### src/rtl/seq_control_if.sv
// rtl/seq_control_if.sv - Signal bundle between seq_control and the 24-step relay sequencer
interface seq_control_if #(
    parameter int NSTEPS = 24,
    parameter int DW     = 8
);
    localparam int SW = $clog2(NSTEPS);

    // Sequencer / datapath side
    logic [SW-1:0] step;
    logic          step_strobe;
    logic [DW-1:0] data_in;
    logic          flag_z;
    logic          flag_c;
    logic          flag_s;
    logic          run_req;
    logic          halt_req;

    // Controller side
    logic          seq_enable;
    logic [3:0]    abort;
    logic          mem_read;
    logic          ir_load;
    logic          inc_load;
    logic          pc_load;
    logic          reg_load;
    logic [2:0]    dst_sel;
    logic [2:0]    src_sel;
    logic          goto_taken;
    logic          halted;

    modport master (
        output step, step_strobe, data_in, flag_z, flag_c, flag_s, run_req, halt_req,
        input  seq_enable, abort, mem_read, ir_load, inc_load, pc_load, reg_load,
               dst_sel, src_sel, goto_taken, halted
    );

    modport slave (
        input  step, step_strobe, data_in, flag_z, flag_c, flag_s, run_req, halt_req,
        output seq_enable, abort, mem_read, ir_load, inc_load, pc_load, reg_load,
               dst_sel, src_sel, goto_taken, halted
    );
endinterface

### src/rtl/seq_control.sv
// rtl/seq_control.sv - Instruction controller: opcode latch/decode, step strobes, abort, GOTO and run/halt FSM
module seq_control #(
    parameter int NSTEPS = 24,
    parameter int DW     = 8
) (
    input logic         clock,
    input logic         reset,
    seq_control_if.slave bus
);
    localparam int SW = $clog2(NSTEPS);
    localparam logic [SW-1:0] LAST_STEP = SW'(NSTEPS - 1);

    typedef enum logic [1:0] {
        S_HALTED   = 2'd0,
        S_RUN      = 2'd1,
        S_STOPPING = 2'd2
    } run_state_t;

    typedef enum logic [3:0] {
        C_MOV8, C_SETAB, C_ALU, C_LOAD, C_STORE,
        C_MOV16, C_HALT, C_INCXY, C_GOTO, C_NOP
    } iclass_t;

    run_state_t    state;
    run_state_t    state_next;
    logic          run_q;
    logic          run_rise;

    logic [DW-1:0] ir;
    iclass_t       iclass;
    logic [SW-1:0] last_step;
    logic [3:0]    abort_code;

    logic [SW-1:0] cur;
    logic          stb;
    logic          stb_final;
    logic          stb_halt_insn;
    logic          at_s0, at_s3, at_s5, at_s6, at_s7, at_s9, at_s11, at_s22;
    logic          fetch_rd;
    logic          goto_cond;
    logic          reg_load_hit;

    logic          mem_read_q;
    logic          ir_load_q;
    logic          inc_load_q;
    logic          pc_load_q;
    logic          reg_load_q;
    logic          goto_q;

    // ------------------------------------------------------------------
    // Step qualification: out-of-range steps and any strobe while halted
    // are treated as if no strobe arrived.
    // ------------------------------------------------------------------
    assign cur       = bus.step;
    assign stb       = bus.step_strobe && (cur <= LAST_STEP) && (state != S_HALTED);
    assign at_s0     = stb && (cur == SW'(0));
    assign at_s3     = stb && (cur == SW'(3));
    assign at_s5     = stb && (cur == SW'(5));
    assign at_s6     = stb && (cur == SW'(6));
    assign at_s7     = stb && (cur == SW'(7));
    assign at_s9     = stb && (cur == SW'(9));
    assign at_s11    = stb && (cur == SW'(11));
    assign at_s22    = stb && (cur == SW'(22));
    assign fetch_rd  = stb && (cur >= SW'(1)) && (cur <= SW'(4));
    assign stb_final = stb && (cur == last_step);
    assign stb_halt_insn = at_s9 && (iclass == C_HALT);
    assign run_rise  = bus.run_req && !run_q;

    // ------------------------------------------------------------------
    // Opcode decode (first matching pattern wins, so HALT precedes MOV16)
    // ------------------------------------------------------------------
    always_comb begin
        iclass = C_NOP;
        casez (ir[7:0])
            8'b00??????: iclass = C_MOV8;
            8'b01??????: iclass = C_SETAB;
            8'b1000????: iclass = C_ALU;
            8'b1001????: iclass = ir[3] ? C_STORE : C_LOAD;
            8'b10101110: iclass = C_HALT;
            8'b1010????: iclass = C_MOV16;
            8'b10110000: iclass = C_INCXY;
            8'b11??????: iclass = C_GOTO;
            default:     iclass = C_NOP;
        endcase
    end

    always_comb begin
        last_step  = SW'(7);
        abort_code = 4'b0001;
        case (iclass)
            C_LOAD, C_STORE: begin
                last_step  = SW'(11);
                abort_code = 4'b0100;
            end
            C_MOV16, C_HALT: begin
                last_step  = SW'(9);
                abort_code = 4'b0010;
            end
            C_INCXY: begin
                last_step  = SW'(13);
                abort_code = 4'b1000;
            end
            C_GOTO: begin
                last_step  = LAST_STEP;
                abort_code = 4'b0000;
            end
            default: begin
                last_step  = SW'(7);
                abort_code = 4'b0001;
            end
        endcase
    end

    always_comb begin
        reg_load_hit = 1'b0;
        case (iclass)
            C_MOV8, C_SETAB, C_ALU: reg_load_hit = at_s7;
            C_LOAD:                 reg_load_hit = at_s11;
            C_MOV16:                reg_load_hit = at_s9;
            default:                reg_load_hit = 1'b0;
        endcase
    end

    // All-zero condition field means an unconditional branch
    assign goto_cond = (ir[4:1] == 4'b0000)
                     | (ir[4] & bus.flag_s)
                     | (ir[3] & ~bus.flag_z)
                     | (ir[2] & bus.flag_c)
                     | (ir[1] & bus.flag_z);

    // ------------------------------------------------------------------
    // Run FSM: state register
    // ------------------------------------------------------------------
    always_ff @(posedge clock or posedge reset) begin
        if (reset) begin
            state <= S_HALTED;
            run_q <= 1'b0;
        end else begin
            state <= state_next;
            run_q <= bus.run_req;
        end
    end

    // Run FSM: next state. A stop request landing on the final step goes
    // straight to HALTED so halt_req and HALT decode never double-step.
    always_comb begin
        state_next = state;
        case (state)
            S_HALTED: begin
                if (run_rise) state_next = S_RUN;
            end
            S_RUN: begin
                if (bus.halt_req || stb_halt_insn)
                    state_next = stb_final ? S_HALTED : S_STOPPING;
            end
            S_STOPPING: begin
                if (stb_final) state_next = S_HALTED;
            end
            default: state_next = S_HALTED;
        endcase
    end

    // Run FSM: outputs
    always_comb begin
        bus.seq_enable = 1'b0;
        bus.halted     = 1'b0;
        bus.abort      = 4'b0000;
        case (state)
            S_RUN, S_STOPPING: begin
                bus.seq_enable = 1'b1;
                if (cur == last_step) bus.abort = abort_code;
            end
            default: bus.halted = 1'b1;
        endcase
    end

    // ------------------------------------------------------------------
    // Registered datapath strobes, instruction register and branch latch
    // ------------------------------------------------------------------
    always_ff @(posedge clock or posedge reset) begin
        if (reset) begin
            mem_read_q <= 1'b0;
            ir_load_q  <= 1'b0;
            inc_load_q <= 1'b0;
            pc_load_q  <= 1'b0;
            reg_load_q <= 1'b0;
            goto_q     <= 1'b0;
            ir         <= '0;
        end else begin
            mem_read_q <= fetch_rd;
            ir_load_q  <= at_s3;
            inc_load_q <= at_s5;
            pc_load_q  <= at_s6 || (at_s22 && goto_q);
            reg_load_q <= reg_load_hit;
            if (at_s3) ir <= bus.data_in;
            if (at_s0)
                goto_q <= 1'b0;
            else if (at_s7 && (iclass == C_GOTO))
                goto_q <= goto_cond;
        end
    end

    assign bus.mem_read   = mem_read_q;
    assign bus.ir_load    = ir_load_q;
    assign bus.inc_load   = inc_load_q;
    assign bus.pc_load    = pc_load_q;
    assign bus.reg_load   = reg_load_q;
    assign bus.goto_taken = goto_q;
    assign bus.dst_sel    = ir[5:3];
    assign bus.src_sel    = ir[2:0];
endmodule

### src/flat_wrapper.sv
// flat-port wrapper written by rule: the top's interface ports become plain ports
module seq_control_flat 
#(
    parameter int NSTEPS = 24,
    parameter int DW     = 8
)
  (clock, reset, bus_step, bus_step_strobe, bus_data_in, bus_flag_z, bus_flag_c, bus_flag_s, bus_run_req, bus_halt_req, bus_seq_enable, bus_abort, bus_mem_read, bus_ir_load, bus_inc_load, bus_pc_load, bus_reg_load, bus_dst_sel, bus_src_sel, bus_goto_taken, bus_halted);
  seq_control_if #(.NSTEPS(NSTEPS), .DW(DW)) bus_i ();
  input logic clock;
  input logic reset;
  input wire logic [$bits(bus_i.step)-1:0] bus_step;
  input wire logic [$bits(bus_i.step_strobe)-1:0] bus_step_strobe;
  input wire logic [$bits(bus_i.data_in)-1:0] bus_data_in;
  input wire logic [$bits(bus_i.flag_z)-1:0] bus_flag_z;
  input wire logic [$bits(bus_i.flag_c)-1:0] bus_flag_c;
  input wire logic [$bits(bus_i.flag_s)-1:0] bus_flag_s;
  input wire logic [$bits(bus_i.run_req)-1:0] bus_run_req;
  input wire logic [$bits(bus_i.halt_req)-1:0] bus_halt_req;
  output wire logic [$bits(bus_i.seq_enable)-1:0] bus_seq_enable;
  output wire logic [$bits(bus_i.abort)-1:0] bus_abort;
  output wire logic [$bits(bus_i.mem_read)-1:0] bus_mem_read;
  output wire logic [$bits(bus_i.ir_load)-1:0] bus_ir_load;
  output wire logic [$bits(bus_i.inc_load)-1:0] bus_inc_load;
  output wire logic [$bits(bus_i.pc_load)-1:0] bus_pc_load;
  output wire logic [$bits(bus_i.reg_load)-1:0] bus_reg_load;
  output wire logic [$bits(bus_i.dst_sel)-1:0] bus_dst_sel;
  output wire logic [$bits(bus_i.src_sel)-1:0] bus_src_sel;
  output wire logic [$bits(bus_i.goto_taken)-1:0] bus_goto_taken;
  output wire logic [$bits(bus_i.halted)-1:0] bus_halted;
  assign bus_i.step = bus_step;
  assign bus_i.step_strobe = bus_step_strobe;
  assign bus_i.data_in = bus_data_in;
  assign bus_i.flag_z = bus_flag_z;
  assign bus_i.flag_c = bus_flag_c;
  assign bus_i.flag_s = bus_flag_s;
  assign bus_i.run_req = bus_run_req;
  assign bus_i.halt_req = bus_halt_req;
  assign bus_seq_enable = bus_i.seq_enable;
  assign bus_abort = bus_i.abort;
  assign bus_mem_read = bus_i.mem_read;
  assign bus_ir_load = bus_i.ir_load;
  assign bus_inc_load = bus_i.inc_load;
  assign bus_pc_load = bus_i.pc_load;
  assign bus_reg_load = bus_i.reg_load;
  assign bus_dst_sel = bus_i.dst_sel;
  assign bus_src_sel = bus_i.src_sel;
  assign bus_goto_taken = bus_i.goto_taken;
  assign bus_halted = bus_i.halted;
  seq_control #(.NSTEPS(NSTEPS), .DW(DW)) u_core (.clock(clock), .reset(reset), .bus(bus_i));
endmodule
### config.mk
export PLATFORM = sky130hd
export DESIGN_NAME = seq_control_flat
export DESIGN_NICKNAME = d
export VERILOG_FILES = /design/src/rtl/seq_control_if.sv /design/src/rtl/seq_control.sv /design/src/flat_wrapper.sv
export SDC_FILE = /design/constraint.sdc
export NUM_CORES = 1
export LEC_CHECK = 0
export BUFFER_PORTS_ARGS = -buffer_cell sky130_fd_sc_hd__buf_2
export CORE_ASPECT_RATIO = 0.8
export CORE_MARGIN = 2
export CORE_UTILIZATION = 50
export CTS_CLUSTER_DIAMETER = 80
export DETAILED_ROUTE_END_ITERATION = 6
export PLACE_DENSITY = 0.78
export REMOVE_ABC_BUFFERS = 1
export SLEW_MARGIN = 20
export SYNTH_ARGS = -nofsm -noshare
export SYNTH_HDL_FRONTEND = slang
export SYNTH_SLANG_ARGS = --single-unit
export TNS_END_PERCENT = 100
### constraint.sdc
create_clock -name clock -period 2.6 [get_ports clock]
set_clock_uncertainty 0.2 [all_clocks]
set_input_delay 0.13 -clock clock [delete_from_list [all_inputs] [get_ports clock]]
set_output_delay 0.13 -clock clock [all_outputs]
set_load 0.01 [all_outputs]
======== After elaboration in Yosys (flattened, before gate mapping) ========
Index checks and enable logic that the tools add are counted.
operators by class
  $lt $le $gt $ge ......................... 3
  equal/unequal tests ..................... 28
  mux-type cells .......................... 17
  bitwise operators ....................... 9
  reduce and logical (&&, ||, !) cells .... 32
operators by type and width
  operator                                                           count
  one-hot mux 4 bit (5 select lines)                                 1
  one-hot mux 5 bit (4 select lines)                                 1
  logical AND 1 bit                                                  17
  equality test 4 x 3 -> 1 bit, second input constant                4
  equality test 4 bit, second input constant                         4
  equality test 8 bit, second input constant                         2
  one-hot mux 4 bit (4 select lines)                                 1
  equality test 5 x 3 -> 1 bit, second input constant                3
  one-hot mux 4 bit (3 select lines)                                 1
  equality test 5 x 4 -> 1 bit, second input constant                2
  equality test 4 x 2 -> 1 bit, second input constant                2
  logical NOT 4 bit                                                  2
  2-to-1 mux 2 bit                                                   4
  2-to-1 mux 4 bit                                                   2
  != test 2 x 1 -> 1 bit, second input constant                      3
  one-hot mux 2 bit (3 select lines)                                 1
  OR reduction 2 bit                                                 3
  equality test 5 x 2 -> 1 bit, second input constant                1
  equality test 5 bit                                                1
  equality test 5 bit, second input constant                         1
  greater-or-equal comparator 5 x 1 -> 1 bit, second input constant  1
  less-or-equal comparator 5 x 3 -> 1 bit, second input constant     1
  less-or-equal comparator 5 bit, second input constant              1
  logical NOT 5 bit                                                  1
  15 further kinds                                                   29
storage, ports and cells
  register bits after elaboration ......... 17
  word-level logic and storage cells ...... 98

======== Longest topological paths before layout ========
Gate-level depths: netlist of the first run.
  depth in word-level cells ............... 11
  gate-level depth with buffers ........... 8
  mapped depth without buffers ............ 8

======== Least setup slack after synthesis of the first run ========
Ideal clock, no wire load.
  kind .................................... flip-flop to flip-flop
  from .................................... register u_core.state[0]
  to ...................................... register u_core.ir[0]
  setup time .............................. 0.125 ns
  arrival time ............................ 1.920 ns
  data required time ...................... 2.275 ns
  path slack .............................. 0.356 ns
  stages on the path, launching flop included .. 9
  clock period less this slack ............ 2.244 ns
  path through ............................ dfrtp_1 > inv_1 > ha_1 > nor2b_1 > and3_4 > nand2_1 > or4_1 > clkbuf_1 > mux2_2
on the way
  word-level cells in the longest chain between the ends .. 3
RTL lines
  item                    line                text
  start, declared         seq_control.sv:24   run_state_t state;
  start signal, assigned  seq_control.sv:139  state <= state_next;
  nonzero test 2 bit      seq_control.sv:55   assign stb = bus.step_strobe && (cur <= LAST_STEP) && (state != S_HALTED);
  logical AND 1 bit       seq_control.sv:55
  logical AND 1 bit       seq_control.sv:57   assign at_s3 = stb && (cur == SW'(3));
  end signal, assigned    seq_control.sv:195  if (at_s3) ir <= bus.data_in;
  end, declared           seq_control.sv:29   logic [DW-1:0] ir;
No other way between the ends.
A chain may end at the register's enable or synchronous reset.

======== Worst setup path in the final report of the first run ========
  from .................................... register u_core.ir[0]
  to ...................................... output port bus_abort[3]
on the way
  word-level cells in the longest chain between the ends .. 9
  elaborated cells on any way between the ends .. 17
  classes of those cells .................. 9 x eq/ne; 6 x mux; 2 x reduce/logical
RTL lines
  item                                                                                 line                text
  equality test 8 bit                                                                  seq_control.sv:74   casez (ir[7:0])
  one-hot mux 4 bit (3 select lines)                                                   seq_control.sv:74
  one-hot mux 4 bit (5 select lines) *                                                 seq_control.sv:74
  equality test 4 x 3 -> 1 bit / equality test 4 x 2 -> 1 bit (equally long branches)  seq_control.sv:90   case (iclass)
  OR reduction 2 bit                                                                   seq_control.sv:90
  one-hot mux 5 bit (4 select lines)                                                   seq_control.sv:90
  equality test 5 bit                                                                  seq_control.sv:171  if (cur == last_step) bus.abort = abort_code;
  2-to-1 mux 4 bit *                                                                   seq_control.sv:171
  2-to-1 mux 4 bit *                                                                   seq_control.sv:168  case (state)
  end, declared                                                                        flat_wrapper.sv:20  output wire logic [$bits(bus_i.abort)-1:0] bus_abort;
Every way passes the cells marked *; elsewhere a longest branch is shown, timed or not.

==> results.md, run 1 <==
- Status: finished, final reports clean
- P per Cell Area: around 670 mW/mm^2
- Worst reg2reg startpoint: u_core.state[0]
- WHS Path Cells: 3
- Synthesized netlist cell count: between 100 and 150
- Nets: 203
- CORE AREA: 0.00240 mm^2
- Max Cap Viol: 0
- # clock sinks: 17
- Fmax: 0.399 GHz
- Antenna violations before repair: 0
- Asr flop ratio synth: 100%
- Die H: 48.6 um
- Startpoint Class: flip-flop
- Tmin final: between 2 and 3 ns
- WL met3: 263 um
- GPL Wtd Cong: 0.890
- Synth top area share: 34.2%
- Detail Route Antenna Nets: 0
- Commonest non-fill, non-tap cells in the layout: buf_2, dlygate4sd3_1, dfrtp_1, nand2_1, inv_1
- Vias in the first global route: 1129
- Met1 wire length: 1260 um
- Vias per inst: 5.79
- Clock Latency Late Sink: 0.30 ns
- Critical R2R Capture: u_core.state[0]
- Top sig layer: met4
- Detailed-route DRC error count: 0
- Final Instance Area: 0.00159 mm^2
- First-pass DRT Iterations: 5
- Post-synth EDFFs: 0
- Max_slew headroom: between 50% and 60%
- Worst setup startpoint: u_core.ir[0]
- Final Hold Fails: 0
- Num CTS Buffers: 3
- Top-level I/O count: 39
- Syn_area_per_cell: 9.43 um^2
- Register with the most flip-flops: u_core.ir
- Crit. End Element: primary output
- Largest regs: u_core.ir: 8 flops, u_core.state: 2 flops
- Sequential share of power: 36.8%
- Commonest non-fill, non-tap cell in the layout: buf_2
- Leading area contributor after synthesis: dfrtp_1
- Yosys reg bits: 17
- CP Max Fanout: 5
- Setup TNS: 0 ns
- Sequential area share after synthesis: 34.2%
- Initial Utilization: 51.8%
- Post-synthesis cell type count: 47
- Port-buffer cells: 38
- Synth Flop Type: dfrtp_1
- Unrepaired setup endpoints after global routing: true
- Crit path kind: flip-flop to primary output
- Die ar.: 0.00291 mm^2
- First DRT Iteration DRCs: 36
- Pin count of the biggest net entering global routing: 18
- Final Power: 0.00107 W
- HPWL after detailed placement: 2140 um
- Layout cells sized above 1: 37.6%
- Warnings from Yosys: 0
- Largest cells by area after synthesis: dfrtp_1, mux2_2, buf_4, nand2_1, ha_1
- CP Data Required Time: 2.27 ns
- CTS tree: yes
- Synthesized area: 0.00124 mm^2
- Net Sw Frac: 40.7%
- Hold EP: u_core.bus.goto_taken
- Fillers: ~180
- GR Overflow Total: 0
- Period utilisation layout: a little over nine tenths
- HP Class: input port to flip-flop
- Tot GR Track Use: 23.1%
- Setup slack after layout: 0.0942 ns
- P_leak: 0.793 nW
- Via count: 1186
- Setup WS pre-CTS: 0.113 ns
- Clock slew at the register clock pins of the worst setup and hold paths: 0.10 ns
- Number of diodes: 0
- Fin. max-slew vios: 0
- WL final: approximately 3100 um
- Hold path startpoint: bus_step[4]
- DIE WIDTH: 59.8 um
- Clk buf depth: 2
- Tightest Pin Transition: about 0.66 ns
- Reg2Reg Depth: 8
- Final Setup Violations: 0
- Max reg flops: 8
- Area grow syn2layout: 28.0%
- Gate power share: roughly 50%
- WHS: 0.0311 ns
- Worst vdd ir: 0.336 mV
- Crit path DAT: 2.18 ns
- Reg2reg setup slack: 0.13 ns
- Drt wl/cell: 15.1 um
- Met2 wire len: 1550 um
- NetSw: 0.000436 W
- Pint: 0.000635 W
- Part of the power in the clock network: 13.5%
- Std-Cell Rows: 16
- First-pass GRT wire length: 5110 um
- H-Tree Depth: 1
- Root Driver: clkbuf_4
- Post-DP Area: about 0.0014 mm^2
==> worst max-delay path, stage by stage (launching register included) <==
cell,delay (ns)
dfrtp_1,0.45
o41ai_4,0.43
nor4b_4,0.25
a31o_1,0.18
nand2_1,0.12
nor4_1,0.27
buf_2,0.18
==> cell type report <==
type | instances | area [um^2] | area share [%]
well taps | 27 | 33.8 | 2.12
multi-input cells | 91 | 706 | 44.3
inverters | 10 | 37.5 | 2.35
flip-flops and latches | 17 | 428 | 26.8
repair buffers | 56 | 363 | 22.8
clock buffers | 4 | 26.3 | 1.65
==> worst max-delay path by stage <==
stage                      end  slack, ns  cells after the start
3_3_place_gp      u_core.ir[3]       0.19                      7
3_5_place_dp      u_core.ir[0]       0.11                      7
6_report          bus_abort[3]       0.09                      6
5_1_grt           bus_abort[3]      -0.06                      6
2_1_floorplan  u_core.state[0]       0.29                      6
4_1_cts           bus_abort[3]       0.04                      6
==> logic make-up (layout without fill, tap and decap cells) <==
group / count (synthesis) / in the layout / share of synthesized area, %
simple gates: 51 / 51 / 24.7
compound gates: 23 / 23 / 15.3
flops: 17 / 17 / 34.2
mux: 11 / 11 / 10.1
xor+xnor: 3 / 3 / 2.11
buf+inv: 24 / 70 / 10.7
fa+ha+maj: 3 / 3 / 3.02
==> per-stage QoR <==
stage	utilization [%]	cells
2_1_floorplan	-	118
3_5_place_dp	57.8	185
5_1_grt	66.4	205
4_1_cts	65.2	204
3_3_place_gp	57.8	185
6_report	66.4	205
==> power groups by stage <==
stage,Sequential [W],Combinational [W],Clock (W)
2_1_floorplan,0.000405,0.000323,0
3_3_place_gp,0.000388,0.000485,0
3_5_place_dp,0.000395,0.000495,0
4_1_cts,0.000389,0.000512,0.000148
5_1_grt,0.000404,0.000582,0.000161
6_report,0.000395,0.000532,0.000145
==> what timing repair did <==
action,CTS,global route
gates resized for setup,0,5
hold endpoints to repair,29,0
setup endpoints to repair,0,12
hold buffers,15,0
setup buffers,0,1
==> per-layer routing <==
metal	global-route usage, %	vias up
li1	-	563
met3	6.95	4
met4	5.93	0
met2	37.5	57
met1	29.5	562
met5	0	-
==> synthesized netlist by cell type (all sizes together) (3+ instances only) <==
library cell	count
mux2	9
nor2b	5
nor2	5
clkbuf	3
o21ai	3
a21oi	6
ha	3
nand2	12
dfrtp	17
inv	10
nand3	6
nor4	6
and3	4
nor3	4
buf	11
Power figures use the tool's default switching activity.
==> inputs of run 2 (changes only) <==
- CAP_MARGIN: not set -> 20
- CORE_UTILIZATION: 50 -> 43
- GPL_ROUTABILITY_DRIVEN: not set -> 0
- PLACE_DENSITY: 0.78 -> 0.69
==> run 2 against run 1 <==
Combinational power barely moved. Cell count up 4.9%. Flip-flop and latch count is the same. Clock power is essentially flat. Sequential share of layout area fell by 0.19 points. Critical endpoint is now bus_abort[1]. Largest power group unchanged. Sequential power hardly changed. Global-route usage fell by 3.6 points. Final area increased by 1.0%. First-iteration DRC count decreased by 53%.
==> results.md, run 2 (synthesis results as in run 1) <==
- Status: finished, final reports clean
- HPWL after detailed placement: 2230 um (+4.2%)
- Drt wl/cell: 14.4 um (-4.7%)
- Setup WS pre-CTS: 0.112 ns (-0.00136 ns)
- WL final: 3100 um (about the same)
- Unrepaired setup endpoints after global routing: true
- Tmin final: 2.53 ns (+0.0209 ns)
- Clk buf depth: 2 (unchanged)
- Max reg flops: 8 (unchanged)
- Final Power: 0.00107 W (-0.20%)
- Post-DP Area: 0.00140 mm^2 (+0.99%)
- Area of the multi-input gates: 714 um^2 (+1.2%)
- Crit path kind: flip-flop to primary output
- P per Cell Area: 664 mW/mm^2 (-1.2%)
- Worst reg2reg startpoint: u_core.ir[0]
- Vias per inst: 5.34 (-7.6%)
- Fmax: 0.396 GHz (-0.83%)
- Non-filler cells, final: 215 (+4.9%)
- Commonest non-fill, non-tap cells in the layout: buf_2, dlygate4sd3_1, dfrtp_1, nand2_1, inv_1
- DIE WIDTH: 64.2 um (+7.3%)
- Root Driver: clkbuf_4
- H-Tree Depth: 1 (unchanged)
- Post-CTS setup repair buffer count: 0 (unchanged)
- Detail Route Antenna Nets: 0 (unchanged)
- Vias in the first global route: 1151 (+1.9%)
- Period utilisation layout: 97.2% (+0.80 points)
- Area grow syn2layout: 29.3%
- Std-Cell Rows: 17 (+1)
- CP Data Required Time: 2.27 ns (about the same)
- Crit path DAT: 2.20 ns (+0.02 ns)
- Crit. End Element: primary output
- Port-buffer cells: 38 (unchanged)
- Die H: 52.1 um (+7.2%)
- GR Overflow Total: 0 (unchanged)
- Hold path startpoint: bus_step[4]
- Layout cells sized above 1: 39.0% (+1.3 points)
- Final Hold Fails: 0 (unchanged)
- CTS tree: yes
- Initial Utilization: 45.0% (-6.8 points)
- Tightest Pin Transition: 0.665 ns (+0.00884 ns)
- Startpoint Class: flip-flop
- CORE AREA: 0.00277 mm^2 (+15%)
- Final Setup Violations: 0 (unchanged)
- Max Cap Viol: 0 (unchanged)
- Tot GR Track Use: 19.4% (-3.6 points)
- Final Instance Area: 0.00161 mm^2 (+1.0%)
- Num CTS Buffers: 3 (unchanged)
- P_leak: 0.788 nW (-0.66%)
- FF/Latch Area: 429 um^2 (+0.29%)
- Worst setup startpoint: u_core.ir[0]
- Antenna violations before repair: 0 (unchanged)
- Largest regs: u_core.ir: 8 flops, u_core.state: 2 flops
- Detailed-route DRC error count: 0 (unchanged)
- Setup TNS: 0 ns (unchanged)
- Number of diodes: 0 (unchanged)
- Fillers: 246 (+36%)
- Die ar.: 0.00334 mm^2 (+15%)
- Nets: 202 (-0.49%)
- Max_slew headroom: 55.6% (-0.59 points)
- First-pass GRT wire length: 5030 um (-1.6%)
- First DRT Iteration DRCs: 17 (-53%)
- Worst vdd ir: 0.469 mV (+40%)
- Clock Latency Late Sink: 0.29 ns (about the same)
- Placed cell count: 196 (+5.9%)
- Top-level I/O count: 39 (unchanged)
- # clock sinks: 17 (unchanged)
- Clock slew at the register clock pins of the worst setup and hold paths: 0.10 ns (about the same)
- Register with the most flip-flops: u_core.ir
- HP Class: input port to flip-flop
- Fin. max-slew vios: 0 (unchanged)
- First-pass DRT Iterations: 4 (-1)
- CP Max Fanout: 5 (unchanged)
- Pin count of the biggest net entering global routing: 18 (unchanged)
- Setup slack after layout: 0.0734 ns (-0.0209 ns)
- Via count: 1149 (-3.1%)
- Commonest non-fill, non-tap cell in the layout: buf_2
run 2: worst paths after layout:
| kind | end | slack (ns) | depth (start not counted) |
|---|---|---|---|
| setup reg to reg | u_core.state[0] | 0.14 | 6 |
| hold / removal | u_core.bus.goto_taken | 0.03 | 3 |
| hold reg to reg | u_core.state[1] | 0.37 | 1 |
| setup / recovery | bus_abort[1] | 0.07 | 6 |
| min in group asynchronous | u_core.run_q | 0.26 | 3 |
| max in group asynchronous | u_core.ir[2] | 1.47 | 3 |
run 2: critical path: stages, from the launching register on:
cell and delay, ns:
dfrtp_2 0.46, o41ai_4 0.49, nor4b_4 0.27, a31o_1 0.18, nand2_2 0.10, nor4_2 0.23, buf_2 0.17
run 2: layer usage:
metal,global-route usage [%],up-vias,share of wire [%]
li1,-,559,-
met1,24.2,544,44
met2,34.0,40,49
met3,4.33,6,5.9
met4,5.67,0,1.8
met5,0,-,0
run 2: report_power, final:
group          internal (W)  leakage [nW]  total (W)  switching, W
Sequential         0.000315         0.223   0.000398     0.0000829
Clock             0.0000597        0.0150   0.000142     0.0000823
Combinational      0.000257         0.550   0.000529      0.000272
Total              0.000632         0.788    0.00107      0.000438
run 2: per-stage QoR:
stage                     util [%]  hold WS [ns]
after CTS                     57.1        0.0196
after floorplan                  -        -0.144
final                         58.2        0.0290
after global placement        50.7        0.0494
after detailed placement      50.7        0.0539
after global routing          58.2        0.0664
run 2: layout make-up:
type	count	share of cell area, %
inverter	10	2.33
timing repair buffer	55	22.1
tap	38	2.95
clock buffer	4	1.63
sequential	17	26.7
multi-input combinational	91	44.4
run 2: timing repair:
| item | CTS | global route |
|---|---|---|
| resized for setup | 0 | 8 |
| hold endpoints to repair | 29 | 0 |
| hold buffers | 15 | 0 |
| endpoints found under the setup margin | 0 | 12 |
